$ cat src/rtl/enc_dec_apb_master.sv
// Command-to-APB bridge: one outstanding transfer, aligned-address check,
// wait-state timeout, and a single-cycle completion pulse.
module enc_dec_apb_master #(
  parameter int AMBA_ADDR_WIDTH = 32,
  parameter int AMBA_WORD       = 32,
  parameter int TIMEOUT_CYCLES  = 16
) (
  input  logic                       clk,
  input  logic                       rst,
  input  logic                       cmd_valid,
  output logic                       cmd_ready,
  input  logic                       cmd_write,
  input  logic [AMBA_ADDR_WIDTH-1:0] cmd_addr,
  input  logic [AMBA_WORD-1:0]       cmd_wdata,
  output logic                       rsp_valid,
  output logic [AMBA_WORD-1:0]       rsp_rdata,
  output logic                       rsp_err,
  output logic [AMBA_ADDR_WIDTH-1:0] paddr,
  output logic [AMBA_WORD-1:0]       pwdata,
  output logic                       pwrite,
  output logic                       psel,
  output logic                       penable,
  input  logic [AMBA_WORD-1:0]       prdata,
  input  logic                       pready,
  input  logic                       pslverr
);
  localparam int CNT_W = $clog2(TIMEOUT_CYCLES + 1);

  typedef enum logic [1:0] {IDLE, SETUP, ACCESS, ERR} state_t;

  state_t                     state, state_d;
  logic [CNT_W-1:0]           wait_cnt, wait_cnt_d;
  logic [AMBA_ADDR_WIDTH-1:0] paddr_d;
  logic [AMBA_WORD-1:0]       pwdata_d, rsp_rdata_d;
  logic                       pwrite_d, psel_d, penable_d, rsp_valid_d, rsp_err_d;
  logic                       timeout;

  assign cmd_ready = (state == IDLE);
  assign timeout   = (wait_cnt == CNT_W'(TIMEOUT_CYCLES - 1));

  always_comb begin
    state_d     = state;
    wait_cnt_d  = wait_cnt;
    paddr_d     = paddr;
    pwdata_d    = pwdata;
    pwrite_d    = pwrite;
    rsp_valid_d = 1'b0;
    rsp_err_d   = 1'b0;
    rsp_rdata_d = rsp_rdata;
    case (state)
      IDLE: begin
        if (cmd_valid) begin
          if (cmd_addr[1:0] == 2'b00) begin
            state_d    = SETUP;
            paddr_d    = cmd_addr;
            pwdata_d   = cmd_wdata;
            pwrite_d   = cmd_write;
            wait_cnt_d = '0;
          end else begin
            // Misaligned: report the error without touching the bus.
            state_d     = ERR;
            rsp_valid_d = 1'b1;
            rsp_err_d   = 1'b1;
            rsp_rdata_d = '0;
          end
        end
      end
      SETUP: state_d = ACCESS;
      ACCESS: begin
        // pready is checked first so it wins over an expiring counter.
        if (pready) begin
          state_d     = IDLE;
          rsp_valid_d = 1'b1;
          rsp_err_d   = pslverr;
          rsp_rdata_d = (pwrite || pslverr) ? '0 : prdata;
        end else if (timeout) begin
          state_d     = IDLE;
          rsp_valid_d = 1'b1;
          rsp_err_d   = 1'b1;
          rsp_rdata_d = '0;
        end else begin
          wait_cnt_d = wait_cnt + CNT_W'(1);
        end
      end
      ERR:     state_d = IDLE;
      default: state_d = IDLE;
    endcase
    psel_d    = (state_d == SETUP) || (state_d == ACCESS);
    penable_d = (state_d == ACCESS);
  end

  always_ff @(posedge clk) begin
    if (rst) begin
      state     <= IDLE;
      wait_cnt  <= '0;
      paddr     <= '0;
      pwdata    <= '0;
      pwrite    <= 1'b0;
      psel      <= 1'b0;
      penable   <= 1'b0;
      rsp_valid <= 1'b0;
      rsp_err   <= 1'b0;
      rsp_rdata <= '0;
    end else begin
      state     <= state_d;
      wait_cnt  <= wait_cnt_d;
      paddr     <= paddr_d;
      pwdata    <= pwdata_d;
      pwrite    <= pwrite_d;
      psel      <= psel_d;
      penable   <= penable_d;
      rsp_valid <= rsp_valid_d;
      rsp_err   <= rsp_err_d;
      rsp_rdata <= rsp_rdata_d;
    end
  end
endmodule

$ cat config.mk
export PLATFORM = sky130hd
export DESIGN_NAME = enc_dec_apb_master
export DESIGN_NICKNAME = d
export VERILOG_FILES = /design/src/rtl/enc_dec_apb_master.sv
export SDC_FILE = /design/constraint.sdc
export NUM_CORES = 1
export LEC_CHECK = 0
export ABC_AREA = 1
export BUFFER_PORTS_ARGS = -buffer_cell sky130_fd_sc_hd__clkbuf_2
export CAP_MARGIN = 20
export CELL_PAD_IN_SITES_DETAIL_PLACEMENT = 0
export CELL_PAD_IN_SITES_GLOBAL_PLACEMENT = 1
export CORE_MARGIN = 4
export CORE_UTILIZATION = 28
export CTS_BUF_LIST = sky130_fd_sc_hd__clkbuf_4 sky130_fd_sc_hd__clkbuf_8 sky130_fd_sc_hd__clkbuf_16
export CTS_CLUSTER_DIAMETER = 80
export DETAILED_ROUTE_END_ITERATION = 12
export PLACE_DENSITY_LB_ADDON = 0.12
export SYNTH_ARGS = -nofsm -noshare
export SYNTH_HDL_FRONTEND = slang
export SYNTH_SLANG_ARGS = --single-unit
$ cat constraint.sdc
create_clock -name clk -period 1.55 [get_ports clk]
set_input_delay 0.31 -clock clk [delete_from_list [all_inputs] [get_ports clk]]
set_output_delay 0.31 -clock clk [all_outputs]
set_load 0.05 [all_outputs]
==> run_results.csv, run 1 <==
group,metric,value,unit
worst_setup_path,critPathArrivalTime,1.79,ns
worst_setup_path,crit_required,1.77,ns
place,port_buffers,203,
grt,grt_pass1_wl,18500,um
worst_hold_path,hp-start,"prdata[11]",
clock_tree,cts_sinks,108,
synth,ys_types,22,
worst_setup_path,reg2regPathDepth,9,
clock_tree,cts_buffers,9,
timing,setup_viol,2,
worst_setup_path,r2r-start,"wait_cnt[1]",
cells_and_area,final_cells,885,
route,vias_per_cell,4.36,
timing,fin_crit_sh,101,%
timing,worstMarginPinSlew,0.473,ns
route,firstDrtPassIters,4,
cells_and_area,final_common_cell,"clkbuf_2",
worst_hold_path,hold-path-endpoint,"rsp_rdata[11]",
worst_setup_path,startpoint_type,"register",
power,peakVddDrop,741,uV
timing,worst_clock_skew,0.00360,ns
synth,synth_warnings,0,
place,gp_congestion,0.726,
flow_run,max_cap_violations,0,
clock_tree,clock_path_buffers,2,
clock_tree,clk_pin_slew,0.07,ns
synth,yosysSeqAreaShare,53.0,%
die,die_h,129,um
grt,grt-ovfl-total,0,
run_status,violations,"setup timing",
die,top_level_ports,204,
grt,antenna_found_initial,0,
run_status,status,"complete, but fails checks",
die,dieWidth,129,um
cells_and_area,layout-drive-gt1-share,40.0,%
die,initial_core_util,28.9,%
synth,ys_ff_latch,108,
worst_setup_path,timing.rr.end,"psel",
cells_and_area,syn2layout_area_growth,42.4,%
clock_tree,postCtsHoldBufs,0,
power,power_density,1170,mW/mm^2
worst_setup_path,startpoint,"wait_cnt[1]",
timing,period_needed,1.57,ns
timing,slew_headroom,68.5,%
clock_tree,cts.htree.levels,3,
clock_tree,clk_latency,0.35,ns
route,drc,0,
power,leakage,2.56,nW
grt,grt_pass1_vias,3630,
synth,syn-cell-area,0.00408,sq mm
grt,grt_start_max_net_pins,76,
worst_setup_path,worstPathMaxFanout,3,
timing,hold_viol_final,0,
synth,synthCells,504,
synth,synthesis.nets,609,
route,initialDrtViolationCount,162,
timing,fin_ws,-0.0194,ns
die,die_area,0.0166,sq mm
worst_setup_path,critPathKind,"register to register",
place,dp_cells,866,
route,routedWlPerCell,13.5,um
route,wirelength,12000,um
cells_and_area,final_cell_mix,"202 x clkbuf_2, 106 x dfxtp_1, 88 x a21oi_1, 75 x inv_1, 56 x o21ai_0",
place,dp_hpwl,8510,um
route,vias,3858,
die,core.rowCount,43,
worst_hold_path,hold_path.class,"input pin to register",
clock_tree,clockRootBuffer,"clkbuf_16",
grt,grt.total_usage,14.0,%
timing,fmax,637,MHz
route,ant_nets,0,
timing,rsz0062_at_grt,"true",
clock_tree,cts_tree,"yes",
place,preCtsSetupSlack,-0.0371,ns
worst_setup_path,cp-end-kind,"register",
worst_hold_path,min_path_cells,3,
timing,slew_viol_final,0,
die,core,0.0141,sq mm
cells_and_area,antenna_cells,0,
synth,syn_avg_cell_area,8.09,sq um
cells_and_area,final_nets,805,
worst_setup_path,reg2reg_slack,-0.02,ns
[layout make-up]
class | count | area, sq um
timing repair buffer | 220 | 1240
fill | 1524 | 8290
sequential | 108 | 2160
inverter | 79 | 297
clock inverter | 4 | 95.1
tap | 180 | 225
multi-input combinational | 282 | 1530
clock buffer | 12 | 260
[repair_timing]
item                                   4_1_cts  5_1_grt
endpoints found under the hold margin        0        0
resized for setup                            4       19
setup endpoints to repair                    5       42
gates cloned                                 0        0
pin swaps                                    1       12
buffers inserted                             0        3
[Yosys cell counts]
cell type | number | area (sq um)
nand4_1 | 1 | 6.26
nor2_1 | 13 | 48.8
a21oi_2 | 10 | 87.6
buf_2 | 16 | 80.1
nor3_1 | 2 | 10.0
nand3_1 | 42 | 210
inv_2 | 1 | 3.75
a21oi_1 | 89 | 445
dfxtp_1 | 108 | 2160
nand2_1 | 41 | 154
o21ai_2 | 1 | 8.76
clkbuf_1 | 14 | 52.6
and3_1 | 1 | 6.26
ha_1 | 3 | 37.5
nor2_4 | 2 | 22.5
buf_4 | 2 | 15.0
a31oi_1 | 1 | 6.26
inv_1 | 78 | 293
o21ai_1 | 8 | 40.0
o21ai_0 | 56 | 280
buf_6 | 3 | 33.8
nand2_2 | 12 | 75.1
[metrics by stage]
stage	TNS [ns]	area [sq um]	total power, mW	hold WS (ns)	utilization [%]
2_1_floorplan	0	4080	3.74	0.440	-
3_3_place_gp	-0.0147	5330	4.11	0.431	37.8
3_5_place_dp	-0.0515	5330	4.12	0.435	37.8
4_1_cts	-0.0186	5700	6.87	0.169	40.4
5_1_grt	-1.43	5810	7.12	0.173	41.2
6_report	-0.0197	5810	6.79	0.188	41.2
[where the power goes]
| group | switching (mW) | internal, mW |
|---|---|---|
| registers | 0.0671 | 2.90 |
| clock network | 1.01 | 1.68 |
| logic | 0.788 | 0.345 |
| total | 1.87 | 4.93 |
[how the worst max path moves through the flow]
stage	end	slack (ns)	cells after the start
finish	psel	-0.02	9
global route	psel	-0.12	9
CTS	wait_cnt[1]	-0.01	10
detailed placement	psel	-0.04	9
global placement	psel	-0.01	9
floorplan	psel	0.01	9
[registers in the layout, indices dropped and copies added, names as in the netlist]
signal / flops
psel: 1
rsp_valid: 1
rsp_rdata: 32
wait_cnt: 5
state: 2
pwrite: 1
pwdata: 32
penable: 1
rsp_err: 1
paddr: 32
[worst max-delay path, cell delays in order, from the launching register on]
cell and delay [ns]:
dfxtp_2 0.36, ha_4 0.14, inv_2 0.03, nor3_2 0.14, ha_2 0.21, nor2_2 0.05
nand2_2 0.11, nand3_2 0.11, ha_4 0.28, nor2_2 0.03
[logic make-up (layout without fill, tap and decap cells)]
logic type      Yosys count  count (layout)  synth area share (%)
fa+ha+maj                 3               3                 0.920
buf+inv                 114             315                  11.7
compound gates          165             165                  21.3
flops                   108             108                  53.0
simple gates            114             114                  13.1
[routing by layer]
metal | share of wire (%) | vias to the layer above | global-route usage (%)
li1 | - | 2020 | -
met1 | 41 | 1713 | 16.6
met2 | 49 | 117 | 23.2
met3 | 8.9 | 8 | 6.52
met4 | 0.99 | 0 | 3.52
met5 | 0 | - | 0
No activity file was read; power rests on OpenSTA's default activity.
==> run 2, diff against run 1 <==
--- a/config.mk
+++ b/config.mk
@@ -6,16 +6,17 @@
 export NUM_CORES = 1
 export LEC_CHECK = 0
 export ABC_AREA = 1
-export BUFFER_PORTS_ARGS = -buffer_cell sky130_fd_sc_hd__clkbuf_2
 export CAP_MARGIN = 20
 export CELL_PAD_IN_SITES_DETAIL_PLACEMENT = 0
 export CELL_PAD_IN_SITES_GLOBAL_PLACEMENT = 1
 export CORE_MARGIN = 4
-export CORE_UTILIZATION = 28
+export CORE_UTILIZATION = 39
 export CTS_BUF_LIST = sky130_fd_sc_hd__clkbuf_4 sky130_fd_sc_hd__clkbuf_8 sky130_fd_sc_hd__clkbuf_16
 export CTS_CLUSTER_DIAMETER = 80
 export DETAILED_ROUTE_END_ITERATION = 12
+export DONT_BUFFER_PORTS = 1
 export PLACE_DENSITY_LB_ADDON = 0.12
+export SKIP_LAST_GASP = 1
 export SYNTH_ARGS = -nofsm -noshare
 export SYNTH_HDL_FRONTEND = slang
 export SYNTH_SLANG_ARGS = --single-unit
==> run 2 against run 1 <==
Design area down 22%. Critical path type unchanged. Sequential share of layout area up 10 points. Critical endpoint unchanged. The run now ends clean. Routed wire length decreased by 15%. Final cell count shrank 28%. Combinational power decreased by 59%. Global-route usage rose by 1.5 points.
==> run_results.csv, run 2 (synthesis gave the netlist of run 1 again) <==
group,metric,value,unit
die,top_level_ports,204,
route,drc,0,
timing,totalNegativeSetupSlack,0,ns
timing,period_needed,1.55,ns
power,internal_power,3.84,mW
run_status,status,"completed",
route,firstDrtPassIters,4,
worst_setup_path,r2r-start,"wait_cnt[1]",
route,initialDrtViolationCount,155,
grt,antenna_found_initial,3,
worst_setup_path,reg2regPathDepth,9,
cells_and_area,final_area,0.00455,sq mm
cells_and_area,final_cells,637,
worst_setup_path,critPathArrivalTime,1.81,ns
worst_hold_path,hold_path.class,"input pin to register",
flow_run,max_cap_violations,0,
place,gp_congestion,0.743,
clock_tree,cts_setup_buffers,0,
clock_tree,clk_latency,0.36,ns
power,switching_share,31.4,%
grt,grt_pass1_vias,2868,
worst_hold_path,min_path_cells,1,
power,comb_power_share,8.2,%
worst_setup_path,crit_required,1.81,ns
die,core,0.0103,sq mm
die,core.rowCount,37,
cells_and_area,final_common_cell,"dfxtp_1",
timing,rsz0062_at_grt,"true",
die,dieWidth,110,um
place,port_buffers,0,
timing,slew_headroom,62.5,%
cells_and_area,antenna_cells,0,
worst_setup_path,startpoint_type,"register",
timing,worst_clock_skew,0.0148,ns
clock_tree,cts_sinks,108,
cells_and_area,final_cell_mix,"106 x dfxtp_1, 86 x a21oi_1, 75 x inv_1, 56 x o21ai_0",
clock_tree,cts_tree,"yes",
cells_and_area,layout-drive-gt1-share,15.6,%
clock_tree,clock_path_buffers,2,
worst_setup_path,cp-end-kind,"register",
worst_setup_path,worstPathMaxFanout,3,
cells_and_area,final_nets,601,
power,peakVddDrop,544,uV
worst_hold_path,hold-path-endpoint,"penable",
timing,worstMarginPinSlew,0.562,ns
route,wirelength,10100,um
timing,setup_viol,0,
power,p_switching,1.76,mW
power,leakage,1.59,nW
cells_and_area,largestRegisters,"paddr x32, pwdata x32, rsp_rdata x32",
power,power_density,1230,mW/mm^2
place,dp_cells,621,
timing,slew_viol_final,0,
die,die_h,110,um
power,clkPwrFrac,31.6,%
grt,grt_start_max_net_pins,64,
timing,fmax,645,MHz
clock_tree,cts.htree.levels,3,
route,routedWlPerCell,15.9,um
worst_setup_path,reg2reg_slack,0.0006,ns
place,dpl_cell_area,0.00426,sq mm
grt,grt_pass1_wl,14900,um
grt,grt-ovfl-total,0,
clock_tree,cts_buffers,9,
worst_hold_path,hp-start,"rst",
cells_and_area,utilization,44.3,%
power,pwr-share-seq,60.2,%
route,ant_nets,0,
worst_setup_path,timing.rr.end,"psel",
timing,fin_crit_sh,100,%
place,dp_hpwl,7220,um
grt,grt.total_usage,15.6,%
worst_setup_path,critPathKind,"register to register",
route,vias_per_cell,4.97,
timing,hold_viol_final,0,
route,vias,3169,
clock_tree,clk_pin_slew,0.11,ns
die,die_area,0.0122,sq mm
clock_tree,clockRootBuffer,"clkbuf_8",
power,finalPower,5.60,mW
die,initial_core_util,39.7,%
cells_and_area,syn2layout_area_growth,11.6,%
run 2: cell type report:
class,count,area (sq um)
clock buffers,9,124
clock inverters,7,80.1
fillers,1028,5720
inverters,79,297
multi-input cells,282,1540
flip-flops and latches,108,2160
well taps,136,170
repair buffers,16,183
run 2: worst max-delay path by stage:
stage	start	to	slack (ns)	depth (start not counted)
after floorplan	wait_cnt[0]	psel	0.01	9
after global placement	wait_cnt[0]	wait_cnt[1]	0.01	10
after detailed placement	wait_cnt[0]	psel	-0.06	9
after CTS	wait_cnt[0]	psel	-0.03	9
after global routing	wait_cnt[1]	wait_cnt[1]	-0.10	11
final	wait_cnt[1]	psel	0.0006	9
run 2: what timing repair did:
action,CTS,global route
hold endpoints to repair,33,35
setup endpoints to repair,6,41
pin swaps,1,7
resized for setup,3,19
run 2: power by group through the flow:
stage / clock (mW) / combinational [mW] / sequential, mW
final: 1.77 / 0.460 / 3.37
after floorplan: 0 / 0.337 / 3.41
after global placement: 0 / 0.426 / 3.43
after CTS: 1.85 / 0.438 / 3.37
after global routing: 1.96 / 0.527 / 3.38
after detailed placement: 0 / 0.437 / 3.43
run 2: metal layers:
layer | GRT usage [%] | part of all wire (%) | wire length, um
met4 | 3.87 | 0.91 | 92
met2 | 25.3 | 48 | 4900
met5 | 0 | 0.34 | 34
met3 | 8.44 | 12 | 1180
met1 | 18.0 | 39 | 3910
run 2: stage by stage:
stage | hold WS (ns) | setup WS (ns)
2_1_floorplan | 0.440 | 0.00996
3_3_place_gp | 0.385 | 0.0110
3_5_place_dp | 0.385 | -0.0591
4_1_cts | -0.0289 | -0.0254
5_1_grt | -0.0244 | -0.103
6_report | 0.0118 | 0.000574
run 2: critical path, cell delays in order (launching register included):
cell     delay [ns]
dfxtp_2        0.36
ha_4           0.14
inv_2          0.03
nor3_2         0.17
ha_2           0.22
nor2_2         0.04
nand2_2        0.10
nand3_2        0.10
ha_4           0.27
nor2_1         0.03
==> run 3, diff against run 2 <==
--- a/config.mk
+++ b/config.mk
@@ -5,12 +5,11 @@
 export SDC_FILE = /design/constraint.sdc
 export NUM_CORES = 1
 export LEC_CHECK = 0
-export ABC_AREA = 1
 export CAP_MARGIN = 20
 export CELL_PAD_IN_SITES_DETAIL_PLACEMENT = 0
 export CELL_PAD_IN_SITES_GLOBAL_PLACEMENT = 1
 export CORE_MARGIN = 4
-export CORE_UTILIZATION = 39
+export CORE_UTILIZATION = 40
 export CTS_BUF_LIST = sky130_fd_sc_hd__clkbuf_4 sky130_fd_sc_hd__clkbuf_8 sky130_fd_sc_hd__clkbuf_16
 export CTS_CLUSTER_DIAMETER = 80
 export DETAILED_ROUTE_END_ITERATION = 12
==> run 3 against run 2 <==
The run now ends with setup timing left. Clock-buffer cell count rose by 2. Core utilization increased by 2.8 points. First-iteration DRC count rose by 29%. Setup slack got worse by 0.31 ns. Total power fell by 3.9%. Sequential share of layout area is 0.090 points lower. Clock skew fell by 0.0049 ns. Largest power group unchanged. Via count increased by 0.32%. Final cell count fell by 12%. Routed wire length rose by 6.9%.
==> run_results.csv, run 3 <==
group,metric,value,unit
worst_setup_path,reg2reg_slack,-0.31,ns
synth,synth_top_cell_area_share,54.7,%
route,vias,3179,
power,finalPower,5.37,mW
worst_hold_path,hold_path.class,"input pin to register",
synth,synth_area_leaders,"dfxtp_1 55%, a21oi_1 8.4%, nand3_1 8.2%, a22o_1 7.1%, o21ai_0 6.7%",
worst_setup_path,timing.rr.end,"rsp_rdata[5]",
cells_and_area,seq_area,0.00217,sq mm
worst_setup_path,cp-end-kind,"register",
route,wirelength,10800,um
worst_setup_path,path_delay_family,"simple AND/OR/NAND/NOR gates",
grt,grt_pass1_wl,16600,um
route,initialDrtViolationCount,200,
timing,slew_viol_final,0,
timing,rsz0062_at_grt,"true",
worst_hold_path,hold-path-endpoint,"state[1]",
die,initial_core_util,40.8,%
synth,synthCells,421,
run_status,status,"complete, but fails checks",
cells_and_area,antenna_cells,0,
place,port_buffers,0,
synth,yosys.area.top_type,"dfxtp_1",
timing,setup_viol,40,
die,core,0.00968,sq mm
clock_tree,clockRootBuffer,"clkbuf_8",
worst_setup_path,cp_cell_sequence,"ha_4 -> and3_4 -> ha_4 -> or3b_4 -> a31oi_4 -> buf_6 -> buf_12 -> a22o_1",
worst_setup_path,critPathSlowestCell,"or3b_4",
cells_and_area,multiInputGateArea,0.00172,sq mm
synth,synth_warnings,0,
timing,fin_ws,-0.306,ns
cells_and_area,fill_cells,902,
die,dieWidth,107,um
worst_setup_path,crit_required,1.86,ns
worst_hold_path,min_path_cells,1,
cells_and_area,layout-drive-gt1-share,17.8,%
synth,syn_avg_cell_area,9.39,sq um
die,core.rowCount,36,
die,die_area,0.0115,sq mm
power,power_density,1180,mW/mm^2
timing,fmax,539,MHz
die,die_h,107,um
die,top_level_ports,204,
clock_tree,cts_tree,"yes",
run_status,violations,"setup timing",
grt,grt_pass1_vias,3121,
grt,grt.total_usage,18.2,%
worst_setup_path,r2r-start,"wait_cnt[1]",
worst_setup_path,worstPathMaxFanout,16,
worst_setup_path,critPathBufInv,2,
timing,worstMarginPinSlew,0.573,ns
timing,totalNegativeSetupSlack,-10.05,ns
synth,ys_ff_latch,108,
synth,synth_top_flop_cell,"dfxtp_1",
cells_and_area,final_nets,528,
flow_run,max_cap_violations,0,
route,drc,0,
synth,yosysMostFrequentCell,"dfxtp_1",
place,dp_hpwl,7230,um
grt,grt_start_max_net_pins,81,
synth,synthArstFlopShare,0,%
timing,period_needed,1.86,ns
place,gp_congestion,0.695,
clock_tree,cts.htree.levels,3,
synth,synthesis.nets,526,
worst_setup_path,critPathArrivalTime,2.17,ns
timing,worst_clock_skew,0.00990,ns
worst_setup_path,startpoint_type,"register",
worst_hold_path,hp-start,"rst",
route,vias_per_cell,5.68,
clock_tree,cts_buffers,9,
power,leakage,1.54,nW
clock_tree,clk_latency,0.37,ns
route,firstDrtPassIters,4,
cells_and_area,largestRegisters,"paddr x32, pwdata x32, rsp_rdata x32",
cells_and_area,utilization,47.1,%
grt,antenna_found_initial,0,
place,dpl_cell_area,0.00425,sq mm
synth,syn-cell-area,0.00395,sq mm
route,ant_nets,0,
clock_tree,clk_pin_slew,0.10,ns
cells_and_area,syn2layout_area_growth,15.4,%
cells_and_area,final_cell_mix,"105 x dfxtp_1, 65 x nand3_1, 64 x a21oi_1, 52 x o21ai_0, 32 x a22o_1",
cells_and_area,final_area,0.00456,sq mm
timing,fin_crit_sh,120,%
route,routedWlPerCell,19.3,um
place,preCtsSetupSlack,-0.306,ns
synth,yosysSeqAreaShare,54.7,%
worst_setup_path,critPathKind,"register to register",
cells_and_area,final_common_cell,"dfxtp_1",
power,peakVddDrop,694,uV
grt,grt-ovfl-total,0,
worst_setup_path,slowest_delay,0.41,ns
synth,ys_types,36,
timing,hold_viol_final,0,
timing,slew_headroom,61.7,%
worst_setup_path,reg2regPathDepth,8,
worst_setup_path,crit_path_frequent_cell,"ha_4",
clock_tree,cts_sinks,108,
synth,synth_edf_count,0,
clock_tree,clock_path_buffers,2,
synth,synth_common_cells,"108 x dfxtp_1, 66 x a21oi_1, 65 x nand3_1, 53 x o21ai_0, 32 x a22o_1",
## run 3: layout make-up
class / instances / share of cell area, %
inverter: 2 / 0.164
multi-input combinational: 269 / 37.7
sequential: 108 / 47.5
clock inverter: 4 / 1.10
clock buffer: 11 / 3.18
timing repair buffer: 33 / 6.77
tap: 133 / 3.65
## run 3: per-layer routing
layer | vias up | share of wire (%) | global-route usage [%] | wire length, um
met2 | 153 | 46 | 29.1 | 4990
met3 | 13 | 13 | 9.66 | 1350
li1 | 1527 | - | - | -
met1 | 1486 | 40 | 21.1 | 4310
met4 | 0 | 1.5 | 5.50 | 162
met5 | - | 0 | 0 | 0
## run 3: worst max-delay path by stage
stage	from	endpoint	slack (ns)	cells past startpoint
2_1_floorplan	wait_cnt[0]	wait_cnt[4]	-0.33	6
3_3_place_gp	wait_cnt[1]	rsp_rdata[31]	-0.27	7
3_5_place_dp	wait_cnt[1]	rsp_rdata[5]	-0.31	7
4_1_cts	wait_cnt[1]	rsp_rdata[15]	-0.31	8
5_1_grt	wait_cnt[1]	rsp_rdata[24]	-0.36	8
6_report	wait_cnt[1]	rsp_rdata[5]	-0.31	8
## run 3: kinds of logic after synthesis
family | Yosys count | synth area share (%)
AOI/OAI and AO/OA | 171 | 26.1
adders and majority gates | 3 | 0.949
buffers and inverters | 44 | 5.16
DFF | 108 | 54.7
muxes | 2 | 0.538
and+or+nand+nor | 93 | 12.6
## run 3: timing repair
action | in CTS | in global routing
resized for setup | 8 | 13
endpoints found under the setup margin | 41 | 75
buffers inserted | 2 | 2
cloned | 1 | 0
hold endpoints to repair | 73 | 73
pin swaps | 8 | 7
## run 3: power breakdown
| group | switching [mW] | total (mW) | internal (mW) |
|---|---|---|---|
| registers | 0.303 | 3.16 | 2.85 |
| logic | 0.310 | 0.506 | 0.196 |
| clock network | 0.912 | 1.71 | 0.798 |
| total | 1.53 | 5.37 | 3.85 |
## run 3: metrics by stage
stage / hold slack, ns / instances
2_1_floorplan: 0.443 / 421
3_3_place_gp: 0.395 / 541
3_5_place_dp: 0.396 / 541
4_1_cts: -0.0265 / 559
5_1_grt: -0.0305 / 560
6_report: 0.00197 / 560
